--- src/rtl/uart_rx_deserializer.sv ---
// 8N1 UART receiver: synchronizes the serial pin, samples each bit mid-period, and
// presents bytes through a single-entry valid/ready holding register with error pulses.
module uart_rx_deserializer #(
  parameter int unsigned CLKS_PER_BIT = 434
) (
  input  logic       clk_i,
  input  logic       rst_ni,
  input  logic       rx_i,
  output logic [7:0] rx_data_o,
  output logic       rx_valid_o,
  input  logic       rx_ready_i,
  output logic       frame_err_o,
  output logic       overrun_err_o,
  output logic       rx_busy_o
);

  localparam int unsigned CNT_W = (CLKS_PER_BIT > 1) ? $clog2(CLKS_PER_BIT) : 1;
  localparam logic [CNT_W-1:0] HALF_LAST = CNT_W'(CLKS_PER_BIT / 2 - 1);
  localparam logic [CNT_W-1:0] BIT_LAST  = CNT_W'(CLKS_PER_BIT - 1);

  localparam logic [1:0] ST_IDLE  = 2'd0;
  localparam logic [1:0] ST_START = 2'd1;
  localparam logic [1:0] ST_DATA  = 2'd2;
  localparam logic [1:0] ST_STOP  = 2'd3;

  logic             rx_meta_q, rx_s_q, rx_d_q;
  logic             fall_edge;
  logic [1:0]       state_q, state_d;
  logic [CNT_W-1:0] cnt_q, cnt_d;
  logic [2:0]       bit_idx_q, bit_idx_d;
  logic [7:0]       shift_q, shift_d;
  logic [7:0]       data_q, data_d;
  logic             valid_q, valid_d;
  logic             ferr_q, ferr_d;
  logic             oerr_q, oerr_d;
  logic             busy_q, busy_d;

  // Synchronizer and edge-delay flops idle high so reset never looks like a start edge.
  always_ff @(posedge clk_i or negedge rst_ni) begin
    if (!rst_ni) begin
      rx_meta_q <= 1'b1;
      rx_s_q    <= 1'b1;
      rx_d_q    <= 1'b1;
    end else begin
      rx_meta_q <= rx_i;
      rx_s_q    <= rx_meta_q;
      rx_d_q    <= rx_s_q;
    end
  end

  assign fall_edge = !rx_s_q && rx_d_q;

  always_comb begin
    state_d   = state_q;
    cnt_d     = cnt_q;
    bit_idx_d = bit_idx_q;
    shift_d   = shift_q;
    data_d    = data_q;
    valid_d   = valid_q;
    ferr_d    = 1'b0;
    oerr_d    = 1'b0;

    if (valid_q && rx_ready_i) begin
      valid_d = 1'b0;
    end

    case (state_q)
      ST_IDLE: begin
        if (fall_edge) begin
          state_d = ST_START;
          cnt_d   = '0;
        end
      end
      ST_START: begin
        if (cnt_q == HALF_LAST) begin
          cnt_d = '0;
          if (!rx_s_q) begin
            state_d   = ST_DATA;
            bit_idx_d = 3'd0;
          end else begin
            state_d = ST_IDLE;
          end
        end else begin
          cnt_d = cnt_q + CNT_W'(1);
        end
      end
      ST_DATA: begin
        if (cnt_q == BIT_LAST) begin
          cnt_d   = '0;
          shift_d = {rx_s_q, shift_q[7:1]};
          if (bit_idx_q == 3'd7) begin
            state_d = ST_STOP;
          end else begin
            bit_idx_d = bit_idx_q + 3'd1;
          end
        end else begin
          cnt_d = cnt_q + CNT_W'(1);
        end
      end
      ST_STOP: begin
        // Leave at the stop-bit midpoint so the next start edge can be caught early.
        if (cnt_q == BIT_LAST) begin
          cnt_d   = '0;
          state_d = ST_IDLE;
          if (!rx_s_q) begin
            ferr_d = 1'b1;
          end else if (!valid_q || rx_ready_i) begin
            data_d  = shift_q;
            valid_d = 1'b1;
          end else begin
            oerr_d = 1'b1;
          end
        end else begin
          cnt_d = cnt_q + CNT_W'(1);
        end
      end
      default: begin
        state_d = ST_IDLE;
        cnt_d   = '0;
      end
    endcase

    busy_d = (state_d != ST_IDLE);
  end

  always_ff @(posedge clk_i or negedge rst_ni) begin
    if (!rst_ni) begin
      state_q   <= ST_IDLE;
      cnt_q     <= '0;
      bit_idx_q <= 3'd0;
      shift_q   <= 8'h00;
      data_q    <= 8'h00;
      valid_q   <= 1'b0;
      ferr_q    <= 1'b0;
      oerr_q    <= 1'b0;
      busy_q    <= 1'b0;
    end else begin
      state_q   <= state_d;
      cnt_q     <= cnt_d;
      bit_idx_q <= bit_idx_d;
      shift_q   <= shift_d;
      data_q    <= data_d;
      valid_q   <= valid_d;
      ferr_q    <= ferr_d;
      oerr_q    <= oerr_d;
      busy_q    <= busy_d;
    end
  end

  assign rx_data_o     = data_q;
  assign rx_valid_o    = valid_q;
  assign frame_err_o   = ferr_q;
  assign overrun_err_o = oerr_q;
  assign rx_busy_o     = busy_q;

endmodule
--- config.mk ---
export PLATFORM = sky130hd
export DESIGN_NAME = uart_rx_deserializer
export DESIGN_NICKNAME = d
export VERILOG_FILES = /design/src/rtl/uart_rx_deserializer.sv
export SDC_FILE = /design/constraint.sdc
export NUM_CORES = 1
export LEC_CHECK = 0
export BUFFER_PORTS_ARGS = -buffer_cell sky130_fd_sc_hd__buf_2
export CAP_MARGIN = 20
export CORE_AREA = 2 2 60 62
export DETAILED_ROUTE_END_ITERATION = 7
export DIE_AREA = 0 0 62 64
export PLACE_DENSITY = 0.74
export SKIP_CTS_REPAIR_TIMING = 1
export SLEW_MARGIN = 20
export SYNTH_ARGS = -nofsm -noshare
export SYNTH_HDL_FRONTEND = slang
export SYNTH_SLANG_ARGS = --single-unit
--- constraint.sdc ---
create_clock -name clk_i -period 2.3 [get_ports clk_i]
set_input_delay 0.46 -clock clk_i [delete_from_list [all_inputs] [get_ports clk_i]]
set_output_delay 0.46 -clock clk_i [all_outputs]
set_load 0.03 [all_outputs]
Word-level counts from Yosys, hierarchy flattened
Index checks and enable logic that the tools add are counted.

cells by class
  $add $sub $neg = 2
  equal/unequal tests = 11
  mux-type cells = 28
  reductions and logical operators = 12

operators with widths
  operator               count
  $mux W9                3
  $pmux W9 S3            1
  $mux W1                12
  $mux W2                6
  $mux W3                4
  $ne A2 B2 Y1 const B   5
  $add A9 B1 Y9 const B  1
  $eq A9 B8 Y1 const B   1
  $eq A9 B9 Y1 const B   1
  $pmux W2 S4            1
  $pmux W3 S2            1
  $reduce_and A5 Y1      1
  $eq A2 B2 Y1 const B   2
  $reduce_and A4 Y1      1
  $reduce_bool A2 Y1     2
  $add A3 B1 Y3 const B  1
  $eq A3 B3 Y1 const B   1
  $eq A2 B1 Y1 const B   1
  $logic_and A1 B1 Y1    2
  $logic_not A1 Y1       2
  $logic_not A2 Y1       1
  $reduce_and A2 Y1      1
  $reduce_or A2 Y1       1
  $logic_or A1 B1 Y1     1

word-level totals
  flip-flop bits (word level) = 37
  logic and storage cells = 65

Logic depth before layout (Yosys ltp)
  word-level depth = 6
  gate-level depth with buffers = 8
  gate-level depth less buffers = 6

Least setup slack after synthesis
Ideal clock, no wire load.

  path kind = register to register
  start = register cnt_q[1]
  end = register data_q[0] (netlist: rx_data_o[0])
  library setup time = 125 ps
  data arrival time = 2026 ps
  path slack = 149 ps
  cell stages (with the launch flop) = 9
  cell sequence = dfrtp_1 > inv_1 > ha_1 > nand4b_1 > or3_1 > buf_6 > or3b_4 > buf_6 > mux2_4

between the ends
  cells in the longest elaborated chain, start to end = 2

RTL lines
  what                         RTL line  text
  start: declaration           29        logic [CNT_W-1:0] cnt_q, cnt_d;
  start signal: assignment     139       cnt_q <= cnt_d;
  $eq A9 B9 Y1                 102       if (cnt_q == BIT_LAST) begin
  $reduce_and A4 Y1 (no line)  n/a
  end signal: assignment       142       data_q <= data_d;
  end: declaration             32        logic [7:0] data_q, data_d;

No other way between the ends.
A chain may end at the register's enable or synchronous reset.

Final worst setup path
  start = register cnt_q[1]
  end = register data_q[2] (netlist: rx_data_o[2])

The elaborated chain is that of the path after synthesis.

==> flow_summary.json <==
{
  "synth_fp_nets": 158,
  "cts.sinks": 37,
  "nets": 178,
  "crit_start": "cnt_q[1]",
  "wl_per_cell_um": 13.62,
  "cp_slowest_cell": "or3b_4",
  "vias": 1201,
  "crit_required_ns": 2.53,
  "syn_avg_cell_area_um2": 11.69,
  "hold_path_class": "in2async",
  "grt_pass1_wl_um": 5009,
  "cts.clk_slew.worst_paths_ns": 0.12,
  "min_period_ns": 2.171,
  "synthArstFlopShare": 1.000,
  "slew_violations": 0,
  "max_clock_freq_mhz": 460.6,
  "r2r-start": "cnt_q[1]",
  "startpoint_type": "register",
  "r2r_end": "rx_data_o[2]",
  "synth-edff-count": 0,
  "synth_top_area_share": 0.4885,
  "wirelength_um": 2942,
  "crit_chain": "inv_1, ha_1, nand4b_1, or3_1, or3b_4, mux2_4",
  "initial_core_util": 0.5303,
  "htree_levels": 2,
  "path_delay_family": "simple AND/OR/NAND/NOR gates",
  "crit_buf_inv": 1,
  "track_usage": 0.1684,
  "synthDistinctLibCells": 38,
  "dp_slack_ns": 0.1394,
  "ant_nets": 0,
  "ys_warn_count": 0,
  "crit_fanout": 8,
  "finalClockSkew_ns": 0.01026,
  "cts_root_buf": "clkbuf_4",
  "die_area_um2": 3968,
  "synth.most_common_cell": "dfrtp_1",
  "worstRegToRegCells": 6,
  "ys.flop_type": "dfrtp_1",
  "cts_buffers": 5,
  "rsz0062_at_grt": "false",
  "hold_viol": 0,
  "grt_max_degree": 38,
  "ys_ff_latch": 37,
  "synth_common_cells": "34 x dfrtp_1, 22 x nand2_1, 9 x mux2_2",
  "synth.largest_area_cell": "dfrtp_1",
  "cts_tree": "built",
  "endpoint": "rx_data_o[2]",
  "synthCells": 149,
  "place.gp.congestion": 0.8213,
  "grt_pass1_vias": 1173,
  "die_x_um": 62,
  "drv_cap": 0,
  "ys_top_cells_by_area": "dfrtp_1 49%, mux2_4 6.9%, mux2_2 5.8%",
  "antenna_cells": 0,
  "hpwl_um": 2115,
  "port_buffers": 15,
  "area_delta_synth_final_pct": 12.07,
  "reg2reg_setup_slack_ns": 0.13,
  "outcome": "finished, final reports clean",
  "placementRows": 21,
  "drc_errors": 0,
  "slew_headroom": 0.4755,
  "seq_area_frac_synth": 0.5338,
  "setup_viol": 0,
  "first_pass_iters": 4,
  "syn_area_um2": 1742,
  "power_leakage_nw": 0.9415,
  "cpPeakStageDelay_ns": 0.51,
  "setup-tns-final_ns": 0,
  "crit_path_end_kind": "register",
  "via_per_inst": 5.560,
  "die_h_um": 64,
  "grt_overflow": 0,
  "arrival_ns": 2.40,
  "fin_crit_sh": 0.9440,
  "ioPinCount": 16,
  "critPathKind": "reg2reg",
  "path_depth": 6,
  "ir_drop_v": 0.0004835,
  "drt_iter0_markers": 42,
  "core_area_um2": 3284,
  "clkLatencyLatePin_ns": 0.34,
  "setup_ws_ns": 0.1288,
  "final_layout_size_suffix_gt1_frac": 0.3000,
  "cts_buffer_depth": 2,
  "worst_pin_slew_ns": 0.7867,
  "power.density_nw_per_um2": 747.1,
  "antenna_found_initial": 0
}
report_power, final:
part	switching, mW	internal [mW]	total (mW)
logic	0.107	0.0868	0.194
registers	0.0862	0.709	0.796
clock network	0.210	0.258	0.468
metrics by stage:
stage	utilization	area (µm²)	hold WS (ns)	power, mW	instances
after CTS	0.5943	1952	0.2062	1.473	216
after floorplan	-	1742	0.1644	0.9358	149
after global routing	0.5943	1952	0.1956	1.557	216
after global placement	0.5672	1863	0.3466	0.9833	208
after detailed placement	0.5672	1863	0.3472	1.004	208
final	0.5943	1952	0.1864	1.458	216
worst min path at each step:
stage	end	slack, ns
after global routing	rx_meta_q	0.20
after floorplan	bit_idx_q[0]	0.16
after global placement	rx_s_q	0.35
after detailed placement	rx_s_q	0.35
final	bit_idx_q[2]	0.19
after CTS	bit_idx_q[1]	0.21
kinds of logic (layout without fill, tap and decap cells):
| logic type | count (synthesis) | count (layout) | synth area share |
|---|---|---|---|
| AOI/OAI and AO/OA | 23 | 23 | 0.08980 |
| xor gates and xnor gates | 1 | 1 | 0.005030 |
| adders and majority gates | 5 | 5 | 0.03592 |
| buffers and inverters | 10 | 31 | 0.03017 |
| DFF | 37 | 37 | 0.5338 |
| muxes | 18 | 18 | 0.1422 |
| and+or+nand+nor | 55 | 55 | 0.1631 |
area by class of cell:
cell class,count,area [µm²]
clock buffers,6,51.30
clock inverters,2,37.54
fillers,275,1333
inverters,5,18.77
multi-input cells,102,759.5
flip-flops and latches,37,929.6
well taps,46,57.56
repair buffers,18,97.59
layer usage:
metal | routed length (µm) | GRT usage
met1 | 1339 | 0.2013
met2 | 1387 | 0.2669
met3 | 152 | 0.05466
met4 | 62 | 0.07713
met5 | 0 | 0
sequential cells by signal, summed over array words and instances, names as in the netlist:
| name | cells |
|---|---|
| bit_idx_q | 3 |
| cnt_q | 9 |
| frame_err_o | 1 |
| overrun_err_o | 1 |
| rx_busy_o | 1 |
| rx_d_q | 1 |
| rx_data_o | 8 |
| rx_meta_q | 1 |
| rx_s_q | 1 |
| rx_valid_o | 1 |
| shift_q | 8 |
| state_q | 2 |
placed cells by master (no fill, tap or decap), drive strengths merged, types with 6 or more instances in the layout:
master / n
o21ai: 7
buf: 18
mux2: 17
dfrtp: 34
nor3: 8
nor2: 6
nand2: 22
clkbuf: 6
worst reg2reg max path, delay by kind of cell (launching register included):
family	cells	cell delay, ns
adder cells (fa/ha/maj)	1	0.15
buffers and inverters	1	0.10
flip-flops	1	0.41
multiplexers	1	0.32
AND/OR/NAND/NOR	3	1.08
Power figures use the tool's default switching activity.
